**src/rtl/simon_pkg.sv**
```systemverilog
`default_nettype none
// ============================================================================
//  Module      : simon_pkg
//  Description : Shared types and helpers for the playback controller:
//                FSM state enum, address/code widths and the code-to-LED
//                one-hot decode.
//  Revision    : 1.0  initial release
// ============================================================================
package simon_pkg;

  localparam int ADDR_W = 4;
  localparam int CODE_W = 2;
  localparam int LED_W  = 4;

  typedef enum logic [2:0] {
    ST_IDLE  = 3'd0,
    ST_FETCH = 3'd1,
    ST_LOAD  = 3'd2,
    ST_ON    = 3'd3,
    ST_OFF   = 3'd4,
    ST_DONE  = 3'd5
  } state_t;

  // Code 0 lights bit 0, code 3 lights bit 3.
  function automatic logic [LED_W-1:0] led_decode(input logic [CODE_W-1:0] code);
    return {{(LED_W-1){1'b0}}, 1'b1} << code;
  endfunction

endpackage
`default_nettype wire

```
**src/rtl/playback_controller_phase_timer.sv**
```systemverilog
`default_nettype none
// ============================================================================
//  Module      : phase_timer
//  Description : Down-counting tick timer for the ON/OFF phases. The phase
//                length is loaded, each enabled tick decrements, and tc_o
//                flags the enabled tick that completes the phase.
//  Ports       : clk, rst_n (async active-low)
//                clr_i      - force count to zero (highest priority)
//                load_i     - load load_val_i as the phase length
//                load_val_i - phase length in ticks
//                en_i       - a countable tick this cycle
//                tc_o       - terminal count: this tick ends the phase
//  Revision    : 1.0  initial release
// ============================================================================
module phase_timer #(
  parameter int CNT_W = 3
) (
  input  logic             clk,
  input  logic             rst_n,
  input  logic             clr_i,
  input  logic             load_i,
  input  logic [CNT_W-1:0] load_val_i,
  input  logic             en_i,
  output logic             tc_o
);

  logic [CNT_W-1:0] count_q;
  logic [CNT_W-1:0] count_d;

  always_comb begin
    count_d = count_q;
    if (clr_i) begin
      count_d = '0;
    end else if (load_i) begin
      count_d = load_val_i;
    end else if (en_i && (count_q != '0)) begin
      count_d = count_q - 1'b1;
    end
  end

  always_ff @(posedge clk or negedge rst_n) begin
    if (!rst_n) begin
      count_q <= '0;
    end else begin
      count_q <= count_d;
    end
  end

  // Remaining count of one means the tick now being seen is the last one.
  assign tc_o = en_i && (count_q == CNT_W'(1));

endmodule
`default_nettype wire

```
**src/rtl/playback_controller.sv**
```systemverilog
`default_nettype none
// ============================================================================
//  Module      : playback_controller
//  Description : Plays the first round_len entries of the sequence ROM on
//                one-hot LEDs: each step is lit for ON_TICKS ticks followed
//                by an OFF_TICKS dark gap. The ROM read port is shared with
//                the input checker and owned by this block while busy.
//  Ports       : clk, reset (async active-low), tick, start, round_len,
//                rom_rd_data, chk_rd_addr -> rom_rd_addr, led, busy, done,
//                len_err; abort (only when PLAYBACK_ABORT_EN is defined).
//  Build macro : PLAYBACK_ABORT_EN - adds the abort input.
//  Revision    : 1.0  initial release
// ============================================================================
module playback_controller
  import simon_pkg::*;
#(
  parameter int N         = 10,
  parameter int ON_TICKS  = 4,
  parameter int OFF_TICKS = 2
) (
  input  logic              clk,
  input  logic              reset,
  input  logic              tick,
  input  logic              start,
  input  logic [ADDR_W-1:0] round_len,
`ifdef PLAYBACK_ABORT_EN
  input  logic              abort,
`endif
  input  logic [CODE_W-1:0] rom_rd_data,
  input  logic [ADDR_W-1:0] chk_rd_addr,
  output logic [ADDR_W-1:0] rom_rd_addr,
  output logic [LED_W-1:0]  led,
  output logic              busy,
  output logic              done,
  output logic              len_err
);

  localparam int TMAX  = (ON_TICKS > OFF_TICKS) ? ON_TICKS : OFF_TICKS;
  localparam int CNT_W = $clog2(TMAX + 1);
  localparam logic [ADDR_W-1:0] N_L = ADDR_W'(N);

  state_t            state_q;
  logic [ADDR_W-1:0] idx_q;
  logic [ADDR_W-1:0] len_q;
  logic [CODE_W-1:0] code_q;
  logic              busy_q;
  logic              done_q;
  logic              len_err_q;

  logic              w_abort;
  logic              w_len_ok;
  logic              w_last;
  logic              w_tc;
  logic              w_cnt_en;
  logic              w_tmr_clr;
  logic              w_tmr_load;
  logic [CNT_W-1:0]  w_tmr_load_val;

`ifdef PLAYBACK_ABORT_EN
  assign w_abort = abort && busy_q;
`else
  assign w_abort = 1'b0;
`endif

  assign w_len_ok = (round_len != '0) && (round_len <= N_L);
  assign w_last   = (idx_q == (len_q - 1'b1));

  // Only ticks in ON/OFF advance the timer; an abort wins over a tick.
  assign w_cnt_en       = tick && ((state_q == ST_ON) || (state_q == ST_OFF)) && !w_abort;
  assign w_tmr_clr      = w_abort || (state_q == ST_IDLE);
  assign w_tmr_load     = (state_q == ST_LOAD) || ((state_q == ST_ON) && w_tc);
  assign w_tmr_load_val = (state_q == ST_LOAD) ? CNT_W'(ON_TICKS) : CNT_W'(OFF_TICKS);

  phase_timer #(
    .CNT_W (CNT_W)
  ) u_phase_timer (
    .clk        (clk),
    .rst_n      (reset),
    .clr_i      (w_tmr_clr),
    .load_i     (w_tmr_load),
    .load_val_i (w_tmr_load_val),
    .en_i       (w_cnt_en),
    .tc_o       (w_tc)
  );

  always_ff @(posedge clk or negedge reset) begin
    if (!reset) begin
      state_q   <= ST_IDLE;
      idx_q     <= '0;
      len_q     <= '0;
      code_q    <= '0;
      busy_q    <= 1'b0;
      done_q    <= 1'b0;
      len_err_q <= 1'b0;
    end else begin
      done_q    <= 1'b0;
      len_err_q <= 1'b0;
      if (w_abort) begin
        state_q <= ST_IDLE;
        busy_q  <= 1'b0;
      end else begin
        unique case (state_q)
          ST_IDLE: begin
            if (start) begin
              if (w_len_ok) begin
                len_q   <= round_len;
                idx_q   <= '0;
                busy_q  <= 1'b1;
                state_q <= ST_FETCH;
              end else begin
                len_err_q <= 1'b1;
              end
            end
          end
          ST_FETCH: state_q <= ST_LOAD;
          ST_LOAD: begin
            // ROM data for idx arrives one cycle after the FETCH address.
            code_q  <= rom_rd_data;
            state_q <= ST_ON;
          end
          ST_ON: begin
            if (w_tc) state_q <= ST_OFF;
          end
          ST_OFF: begin
            if (w_tc) begin
              if (w_last) begin
                done_q  <= 1'b1;
                state_q <= ST_DONE;
              end else begin
                idx_q   <= idx_q + 1'b1;
                state_q <= ST_FETCH;
              end
            end
          end
          ST_DONE: begin
            busy_q  <= 1'b0;
            state_q <= ST_IDLE;
          end
          default: begin
            busy_q  <= 1'b0;
            state_q <= ST_IDLE;
          end
        endcase
      end
    end
  end

  assign rom_rd_addr = busy_q ? idx_q : chk_rd_addr;
  assign led         = (state_q == ST_ON) ? led_decode(code_q) : '0;
  assign busy        = busy_q;
  assign done        = done_q;
  assign len_err     = len_err_q;

endmodule
`default_nettype wire

```
**config.mk**
```make
export PLATFORM = sky130hd
export DESIGN_NAME = playback_controller
export DESIGN_NICKNAME = d
export VERILOG_FILES = /design/src/rtl/simon_pkg.sv /design/src/rtl/playback_controller_phase_timer.sv /design/src/rtl/playback_controller.sv
export SDC_FILE = /design/constraint.sdc
export NUM_CORES = 1
export LEC_CHECK = 0
export ABC_AREA = 1
export ABC_CLOCK_PERIOD_IN_PS = 4600
export CAP_MARGIN = 20
export CORE_ASPECT_RATIO = 1.1
export CORE_MARGIN = 2
export CORE_UTILIZATION = 55
export CTS_BUF_LIST = sky130_fd_sc_hd__clkbuf_8
export DETAILED_ROUTE_END_ITERATION = 10
export GPL_ROUTABILITY_DRIVEN = 0
export GPL_TIMING_DRIVEN = 0
export PLACE_DENSITY_LB_ADDON = 0.2
export SETUP_SLACK_MARGIN = 0.3
export SLEW_MARGIN = 20
export SYNTH_ARGS = -nofsm -noshare
export SYNTH_HDL_FRONTEND = slang
export SYNTH_SLANG_ARGS = --single-unit
```
**constraint.sdc**
```tcl
create_clock -name clk -period 4.6 [get_ports clk]
set_clock_uncertainty 0.15 [all_clocks]
set_input_delay 0.69 -clock clk [delete_from_list [all_inputs] [get_ports clk]]
set_output_delay 0.69 -clock clk [all_outputs]
set_load 0.01 [all_outputs]
```
Word-level counts from Yosys, hierarchy flattened
Cells that the tools add are included.
{"block": "totals", "register_bits": 19, "input_bits": 14, "output_inout_bits": 11, "elab_cells": 68}
{"block": "classes", "n_addsub": 3, "magnitude_cmp": 1, "eq_ne": 11, "shifts": 1, "mux": 26, "n_bitwise": 1, "reduce_logical": 17}
{"operator": "$mux W3", "count": 9}
{"operator": "$mux W4", "count": 6}
{"operator": "$pmux W3 S5", "count": 1}
{"operator": "$ne A2 B2 Y1 const B", "count": 5}
{"operator": "$mux W1", "count": 8}
{"operator": "$pmux W4 S2", "count": 1}
{"operator": "$eq A3 B1 Y1 const B", "count": 2}
{"operator": "$eq A3 B2 Y1 const B", "count": 2}
{"operator": "$reduce_and A3 Y1", "count": 2}
{"operator": "$reduce_bool A3 Y1", "count": 2}
{"operator": "$logic_and A1 B1 Y1", "count": 5}
{"operator": "$reduce_and A5 Y1", "count": 1}
{"operator": "$add A4 B1 Y4 const B", "count": 1}
{"operator": "$eq A4 B4 Y1", "count": 1}
{"operator": "$le A4 B4 Y1 const B", "count": 1}
{"operator": "$reduce_and A4 Y1", "count": 1}
{"operator": "$reduce_bool A4 Y1", "count": 1}
{"operator": "$reduce_or A4 Y1", "count": 1}
{"operator": "$shl A1 B2 Y4 const A", "count": 1}
{"operator": "$sub A4 B1 Y4 const B", "count": 1}
{"operator": "$eq A3 B3 Y1 const B", "count": 1}
{"operator": "$logic_not A3 Y1", "count": 1}
{"operator": "$sub A3 B1 Y3 const B", "count": 1}
{"operator": "$logic_or A1 B1 Y1", "count": 2}
{"operator": "3 further kinds", "count": 3}

Depth between registers and ports, before layout
{"block": "depth", "ltp_word": 8, "mapped_depth": 11, "mapped_depth_nobuf": 11}

Modules after synthesis
A second synthesis with hierarchy kept.
{"block": "hier_totals", "cells_unflattened": 176, "area_unflattened_um2": 1224.9}
{"module": "playback_controller", "instances": 1, "cells_each": 145, "area_each_um2": 999.7, "seq_area_each_um2": 400.4}
{"module": "phase_timer", "instances": 1, "cells_each": 31, "area_each_um2": 225.2, "seq_area_each_um2": 75.1}

Least setup slack after synthesis
No wires, ideal clock.
{"block": "synth_path", "kind": "reg-to-output", "from": "register state_q[2]", "to": "output port led[0]", "t_arrival_ns": 0.909, "required_time_ns": 3.760, "setup_slack_ns": 2.851, "path_stages_with_launch": 4, "n_path_buf": 0, "cell_sequence": "dfrtp_1 > inv_2 > nand3_2 > nor3_1"}
{"block": "synth_between", "elab_chain_len": 2}
{"item": "from (decl)", "line_no": "playback_controller.sv:42", "rtl": "state_t state_q;"}
{"item": "from (signal assigned)", "line_no": "playback_controller.sv:88", "rtl": "state_q <= ST_IDLE;"}
{"item": "from (signal assigned)", "line_no": "playback_controller.sv:99", "rtl": "state_q <= ST_IDLE;"}
{"item": "from (signal assigned)", "line_no": "playback_controller.sv:109", "rtl": "state_q <= ST_FETCH;"}
{"item": "$eq A3 B2 Y1", "line_no": "playback_controller.sv:149", "rtl": "assign led = (state_q == ST_ON) ? led_decode(code_q) : '0;"}
{"item": "$mux W4", "line_no": "playback_controller.sv:149"}
{"item": "to (decl)", "line_no": "playback_controller.sv:32", "rtl": "output logic [LED_W-1:0] led,"}
No other way between the ends.

Worst setup path in the final report
{"block": "layout_path", "from": "input port chk_rd_addr[2]", "to": "output port rom_rd_addr[2]"}
{"block": "layout_between", "elab_chain_len": 1}
{"item": "from (decl)", "line_no": "playback_controller.sv:30", "rtl": "input logic [ADDR_W-1:0] chk_rd_addr,"}
{"item": "$mux W4", "line_no": "playback_controller.sv:148", "rtl": "assign rom_rd_addr = busy_q ? idx_q : chk_rd_addr;"}
{"item": "to (decl)", "line_no": "playback_controller.sv:31", "rtl": "output logic [ADDR_W-1:0] rom_rd_addr,"}
No other way between the ends.

==> results.cfg <==
[global_routing]
grt.overflow.total = 0
grt_pass1_wl_um = 4610
grt.total_usage = 0.226
grt_max_degree = 20
grt_pass1_vias = 1096
antenna_found_initial = 0

[logic_synthesis]
synthArstFlopShare = 1.00
yosys-top-cells-area = dfrtp_1 37%, nand2_1 16%, inv_1 7.0%
synth_compound_area_frac = 0.0586
synthSimpleGateAreaFrac = 0.415
synth_area_mm2 = 0.00128
netlist_top_cells_count = 56 x nand2_1, 24 x inv_1, 19 x dfrtp_1, 17 x nor2_1, 15 x nand3_1
netlist_instances = 179
yosysMostFrequentCell = nand2_1
ys_seq_elements = 19
ys_types = 21
avgSynthCellArea_um2 = 7.16
synth_top_area_cell = dfrtp_1
synth_top_family_by_area = simple AND/OR/NAND/NOR gates
yosys_most_used_dff = dfrtp_1
synthAdderAreaFrac = 0.0488
synth_xor_area_frac = 0.0273
yosysSeqAreaShare = 0.371
muxShareOfSynthArea = 0
synth_warnings = 0
synth_top_cell_area_share = 0.371
synth_edf_count = 0
syn-num-nets = 198

[floorplanning]
coreArea_mm2 = 0.00223
die_height_um = 54.6
die_x_um = 50.0
ios = 25
initial_core_util = 0.575
die-area_mm2 = 0.00273
row_count = 18

[clock_network]
holdBufCountCts = 0
ctsResizeCount = 0
worstSkewPairLatency_ns = 0.26
cts_tree = built
clockRootBuffer = clkbuf_8
clkTransAtPathRegs_ns = 0.07
cts_buffers = 3
cts_max_path_buffers = 2
cts_max_level = 1
cts_setup_buffers = 0
cts.sinks = 19

[run]
maxCapViolations = 0

[timing]
hold_viol = 0
finalSetupViolations = 0
tightest_slew_ns = 0.860
period_share = 0.578
whs_ns = 0.366
rsz0062_at_grt = no
fin_crit_ns = 2.66
maxSlewViolCount = 0
setup_tns_ns = 0
slew_headroom = 0.425
fmax_mhz = 376

[worst_setup_path]
crit_top_cell = clkdlybuf4s50_1
path_cells = clkdlybuf4s50_1 > nand2_1 > o21ai_0 > clkdlybuf4s50_1
cp-start-kind = input port
critPathTopFamily = buffers and inverters
arrival_ns = 1.82
critPathSlowestCell = clkdlybuf4s50_1
crit_path_max_fanout = 1
endpoint_kind = output pin
r2r_slack_ns = 2.93
cp_slowest_stage_delay_ns = 0.55
required_ns = 3.76
path_class = input port to output pin
worst-path-buf-inv = 2

[cells_and_area]
syn_to_final_growth_pct = 25.2
final_cell_area_mm2 = 0.00160
instances_no_fill = 237
fill_cells = 181
drive_above_1_share = 0.101
antennaDiodeCount = 0
nets = 227

[route]
via_count = 1175
wl_um = 2680
avgViaCountPerCell = 4.96
wl_per_cell_um = 11.3
route.detailed.drc = 0
drtPass1Iterations = 4
detail-route-antenna-nets = 0
drtIter0Drc = 33

[power]
ir_drop_mv = 0.219
p_leak_nw = 0.806
power.total_mw = 0.322
p_per_area_mw_per_mm2 = 201

[placed_design]
port_buffers = 24
dp_hpwl_um = 2060
place_area_mm2 = 0.00156
dp_cells = 233

[min_path]
min_path_type = flip-flop to flip-flop

[run_status]
status = finished, final reports clean
-- layout make-up --
class / count / area (um2) / share of cell area
Multi-Input combinational cell: 133 / 704 / 0.439
Timing Repair Buffer: 24 / 240 / 0.150
Clock inverter: 1 / 3.75 / 0.00234
Tap cell: 30 / 37.5 / 0.0234
Sequential cell: 19 / 475 / 0.296
Inverter: 27 / 101 / 0.0632
Clock buffer: 3 / 41.3 / 0.0257
-- logic make-up (layout without fill, tap and decap cells) --
| kind of cell | Yosys count | in the layout |
|---|---|---|
| AOI/OAI and AO/OA | 15 | 15 |
| xor gates and xnor gates | 4 | 4 |
| adders and majority gates | 5 | 5 |
| buffers and inverters | 27 | 55 |
| DFF | 19 | 19 |
| and+or+nand+nor | 109 | 109 |
-- per-layer routing --
layer,vias up,GRT usage,wire length [um]
li1,618,-,-
met1,527,0.244,1150
met5,-,0,0
met3,6,0.0464,97
met2,24,0.425,1390
met4,0,0.111,42
-- final timing paths --
path,end,cells after the start,from
worst max-delay path,rom_rd_addr[2],4,chk_rd_addr[2]
worst min-delay path,len_q[2],2,len_q[2]
worst max register to register,idx_q[0],11,len_q[0]
worst min register to register,len_q[2],2,len_q[2]
max in group asynchronous,len_err,1,reset
min in group asynchronous,len_q[3],1,reset
-- worst register-to-register path: cells and delay by family (launching register included) --
| kind | cells | cell delay [ns] |
|---|---|---|
| flops | 1 | 0.39 |
| simple gates | 8 | 0.61 |
| buf+inv | 2 | 0.15 |
| fa+ha+maj | 1 | 0.32 |
-- through the flow --
stage,util,setup WS (ns)
after floorplan,-,2.85
after global placement,0.699,1.95
after detailed placement,0.699,1.94
after CTS,0.719,1.94
after global routing,0.719,1.88
final,0.719,1.94
-- cell usage in the layout (no fill, tap or decap), types with 3 or more instances in the layout --
| cell type | count |
|---|---|
| inv_2 | 3 |
| clkbuf_8 | 3 |
| nand3_1 | 15 |
| clkdlybuf4s50_1 | 24 |
| o21ai_0 | 7 |
| ha_1 | 5 |
| o21ai_1 | 3 |
| nor2_1 | 17 |
| nand2_1 | 56 |
| a21oi_1 | 5 |
| inv_1 | 25 |
| nor3_1 | 4 |
| nand2_2 | 4 |
| dfrtp_1 | 19 |
-- where the power goes --
part | internal (mW) | switching (mW) | total [mW] | leakage, nW
Sequential | 0.170 | 0.00207 | 0.172 | 0.232
Combinational | 0.0181 | 0.0175 | 0.0357 | 0.547
Clock | 0.0594 | 0.0554 | 0.115 | 0.0269
Total | 0.247 | 0.0750 | 0.322 | 0.806
-- flip-flops by register name (all words and copies together), names as in the netlist --
register               flops
idx_q                      4
len_q                      4
state_q                    3
u_phase_timer.count_q      3
code_q                     2
busy                       1
done                       1
len_err                    1
No activity file was read; power rests on OpenSTA's default activity.
